### src/rtl/window_shift_reg.sv
// Sliding window shift register: accepts a run of i_len samples and presents the
// last DEPTH of them as a packed window, flagging each shift once the window is full.
module window_shift_reg #(
    parameter int DATA_W = 8,
    parameter int DEPTH  = 9,
    parameter int LEN_W  = 16
) (
    input  logic                    clk,
    input  logic                    rst,
    input  logic                    i_run,
    input  logic [LEN_W-1:0]        i_len,
    input  logic                    i_valid,
    input  logic [DATA_W-1:0]       i_data,
    output logic                    o_ready,
    output logic [DATA_W*DEPTH-1:0] o_win,
    output logic                    o_win_valid,
    output logic                    o_busy,
    output logic                    o_done
);

    localparam int FILL_W = $clog2(DEPTH + 1);
    localparam int WIN_W  = DATA_W * DEPTH;

    typedef enum logic [1:0] {
        IDLE = 2'd0,
        RUN  = 2'd1,
        DONE = 2'd2
    } state_e;

    state_e              state_q, state_d;
    logic [WIN_W-1:0]    win_q, win_d;
    logic [LEN_W-1:0]    cnt_q, cnt_d;
    logic [LEN_W-1:0]    len_q, len_d;
    logic [FILL_W-1:0]   fill_q, fill_d;
    logic                winValid_q, winValid_d;
    logic                accept;

    assign o_ready     = (state_q == RUN);
    assign o_busy      = (state_q == RUN) || (state_q == DONE);
    assign o_done      = (state_q == DONE);
    assign o_win       = win_q;
    assign o_win_valid = winValid_q;
    assign accept      = i_valid & o_ready;

    always_comb begin
        state_d    = state_q;
        win_d      = win_q;
        cnt_d      = cnt_q;
        len_d      = len_q;
        fill_d     = fill_q;
        winValid_d = 1'b0;
        case (state_q)
            IDLE: begin
                if (i_run) begin
                    if (i_len != '0) begin
                        len_d   = i_len;
                        win_d   = '0;
                        cnt_d   = '0;
                        fill_d  = '0;
                        state_d = RUN;
                    end else begin
                        state_d = DONE;
                    end
                end
            end
            RUN: begin
                if (accept) begin
                    // Shift toward higher taps so tap 0 always holds the newest sample.
                    win_d  = {win_q[WIN_W-DATA_W-1:0], i_data};
                    cnt_d  = cnt_q + LEN_W'(1);
                    fill_d = (fill_q == FILL_W'(DEPTH)) ? fill_q : fill_q + FILL_W'(1);
                    winValid_d = (fill_d == FILL_W'(DEPTH));
                    if (cnt_d == len_q) begin
                        state_d = DONE;
                    end
                end
            end
            DONE: begin
                state_d = IDLE;
            end
            default: begin
                state_d = IDLE;
            end
        endcase
    end

    always_ff @(posedge clk) begin
        if (rst) begin
            state_q    <= IDLE;
            win_q      <= '0;
            cnt_q      <= '0;
            len_q      <= '0;
            fill_q     <= '0;
            winValid_q <= 1'b0;
        end else begin
            state_q    <= state_d;
            win_q      <= win_d;
            cnt_q      <= cnt_d;
            len_q      <= len_d;
            fill_q     <= fill_d;
            winValid_q <= winValid_d;
        end
    end

endmodule

### config.mk
export PLATFORM = sky130hd
export DESIGN_NAME = window_shift_reg
export DESIGN_NICKNAME = d
export VERILOG_FILES = /design/src/rtl/window_shift_reg.sv
export SDC_FILE = /design/constraint.sdc
export NUM_CORES = 1
export LEC_CHECK = 0
export CAP_MARGIN = 25
export CORE_UTILIZATION = 51
export DETAILED_ROUTE_END_ITERATION = 10
export PLACE_DENSITY = 0.79
export REMOVE_ABC_BUFFERS = 1
export SETUP_SLACK_MARGIN = 0.2
export SKIP_LAST_GASP = 1
export SLEW_MARGIN = 20
export SYNTH_ARGS = -nofsm -noshare
export SYNTH_HDL_FRONTEND = slang
export SYNTH_SLANG_ARGS = --single-unit
### constraint.sdc
create_clock -name clk -period 3.4 [get_ports clk]
set_input_delay 0.68 -clock clk [delete_from_list [all_inputs] [get_ports clk]]
set_output_delay 0.68 -clock clk [all_outputs]
set_load 0.005 [all_outputs]
==> results.yml <==
grt:
  globalRouteOverflowTotal: 0
  grt_pass1_vias: 3946
  grt_pass1_wl_um: 19200
  grt.total_usage_pct: 24.1
  grt_start_max_net_pins: 71
  antenna_found_initial: 0
floorplan:
  die_area_um2: 9830
  die_h_um: 99.1
  placementRows: 35
  core-area_um2: 9200
  pin_count: 104
  initial_utilization_pct: 52.3
  die_w_um: 99.1
critical_path:
  cp_max_fo: 44
  end_kind: "flip-flop"
  cp-start-kind: "input pin"
  crit_type: "in2reg"
  required_ns: 3.70
  cp.arrival_ns: 3.18
clock_tree:
  clk_latency_ns: 0.37
  cts-root-buf: "clkbuf_8"
  path_clk_slew_ns: 0.11
  cts_hold_buf: 0
  tritoncts: "built"
  post-cts-setup-buffers: 0
  cts_resized: 0
  clk_path_buf_depth: 2
  ctsHtreeMaxLevel: 3
  numCtsBuffers: 9
  clock_sinks: 111
logic_synthesis:
  synthXorXnorAreaFrac_pct: 4.19
  ys_seq_area_share_pct: 46.2
  synth-adder-area-share_pct: 1.56
  synth-compound-area-share_pct: 21.1
  synth_edf_count: 0
  syn-instance-count: 529
  yosys_register_bits: 111
  yosys_warnings: 0
  synthFlopType: "dfxtp_1"
  synthArstFlopShare_pct: 0
  synth-simple-area-share_pct: 17.7
  syn_avg_cell_area_um2: 9.10
  syn_area_um2: 4810
  synth_top_family_by_area: "compound AO/OA/AOI/OAI gates"
  synthMuxAreaShare_pct: 3.33
  yosysUniqueCellTypes: 53
layout:
  final_area_um2: 6080
  final_common_cell: "nor2_1"
  area_growth_pct: 26.3
  drive_gt1_share_pct: 6.19
  fillers: 758
  antenna_cells: 0
  instances_no_fill: 725
  final_cell_mix: "nor2_1, dfxtp_1, clkdlybuf4s50_1"
  fin_util_pct: 66.1
  layout.nets: 643
sta:
  worst_pin_slew_ns: 0.960
  fin_worst_skew_ns: 0.0116
  rsz0062_at_grt: "false"
  hold_violations: 0
  setup_violations: 0
  drv_slew: 0
  period_needed_ns: 2.88
  max_freq_ghz: 0.347
  hold_ws_ns: 0.488
  slew_headroom_pct: 35.9
  finalCritPeriodShare_pct: 84.8
power:
  switching_share_pct: 33.9
  leakagePower_nw: 2.21
  internal-power_w: 0.00209
  p_sw_w: 0.00107
  pwr-share-seq_pct: 44.5
  ir_worst_vdd_v: 0.000295
  comb_power_share_pct: 29.2
  powerDensity_nw_per_um2: 519
  p_clk_share_pct: 26.3
routing:
  wl_per_cell_um: 16.0
  drc: 0
  vias: 4180
  via_per_inst: 5.77
  final_antenna_net_count: 0
  drt_wl_total_um: 11600
  drt-initial-drc-count: 241
  dr.pass1.iters: 5
place:
  hpwl_um: 7890
  place_area_um2: 5860
  portBuffers: 103
  dp_cells: 709
  routabilityCongestion: 0.889
worst_hold_path:
  min_path_type: "reg2reg"
run_status:
  status: "finished, final reports clean"
flow_run:
  maxCapViolCount: 0
==> power groups by stage <==
stage	combinational (W)	sequential (W)	clock (W)
floorplan	0.000526	0.00142	0
global route	0.00101	0.00141	0.000894
finish	0.000923	0.00140	0.000830
global placement	0.000898	0.00143	0
CTS	0.000916	0.00140	0.000852
detailed placement	0.000913	0.00143	0
==> metal layers <==
metal	GRT usage, %	up-vias	part of all wire [%]
met2	36.3	146	45
met3	8.22	18	8.9
met4	9.28	0	2.0
li1	-	2052	-
met5	0	-	0
met1	32.0	1964	44
==> registers in the layout, summed over array words and instances, names as in the netlist <==
signal and flops:
cnt_q 16, fill_q 4, len_q 16, o_win 72, o_win_valid 1, state_q 2
==> logic make-up (layout without fill, tap and decap cells) <==
logic type / after synthesis / in the layout
xor gates and xnor gates: 23 / 23
AOI/OAI and AO/OA: 139 / 139
and+or+nand+nor: 184 / 184
adders and majority gates: 6 / 6
muxes: 16 / 16
DFF: 111 / 111
buffers and inverters: 50 / 135
==> Yosys cell counts, drive strengths merged (2+ instances only) <==
cell type  number  area, um2
o21ba           2       20.0
nor2          113        424
o21ai          14       70.1
inv             6       22.5
and3            6       37.5
nor2b           3       18.8
mux2i          16        160
nand2          14       55.1
buf            27        199
nor3            3       15.0
a21oi          19       98.9
nand4           9       56.3
a22oi          75        563
nand3b          4       30.0
clkbuf         17       66.3
or4             5       45.0
and4            3       26.3
nand2b          5       31.3
and2            2       12.5
nand3          11       55.1
a211oi          6       50.1
xnor2          15        131
o41ai           2       36.3
a21o            4       30.0
dfxtp         111       2220
xor2            8       70.1
o31a            5       43.8
ha              6       75.1
or3             3       18.8
o311ai          2       17.5
==> area by class of cell <==
| class | instances | area, um2 | area share, % |
|---|---|---|---|
| sequential | 111 | 2220 | 36.6 |
| timing repair buffer | 113 | 1170 | 19.2 |
| clock buffer | 9 | 124 | 2.04 |
| multi-input combinational | 368 | 2310 | 38.1 |
| tap | 111 | 139 | 2.28 |
| clock inverter | 7 | 91.3 | 1.50 |
| inverter | 6 | 22.5 | 0.370 |
==> stage by stage <==
step / power, W / TNS, ns / setup WS [ns]
6_report: 0.00316 / 0 / 0.516
5_1_grt: 0.00331 / 0 / 0.430
4_1_cts: 0.00317 / 0 / 0.546
3_5_place_dp: 0.00235 / 0 / 0.153
3_3_place_gp: 0.00233 / 0 / 0.223
2_1_floorplan: 0.00195 / -103.61 / -1.29
==> final timing paths <==
kind	cells after the start	start	slack [ns]	to
min	2	cnt_q[15]	0.49	cnt_q[15]
max reg2reg	7	cnt_q[0]	0.71	state_q[0]
min reg2reg	2	cnt_q[15]	0.49	cnt_q[15]
max	8	i_len[15]	0.52	cnt_q[8]
==> worst max-delay path: stages <==
cell and delay (ns):
clkdlybuf4s50_1 0.43, or4_4 0.58, o41ai_4 0.48, buf_4 0.22, a22o_2 0.21, buf_12 0.23, a21oi_1 0.09, a211oi_2 0.25
Note: power is estimated with default switching activity, not from simulation.
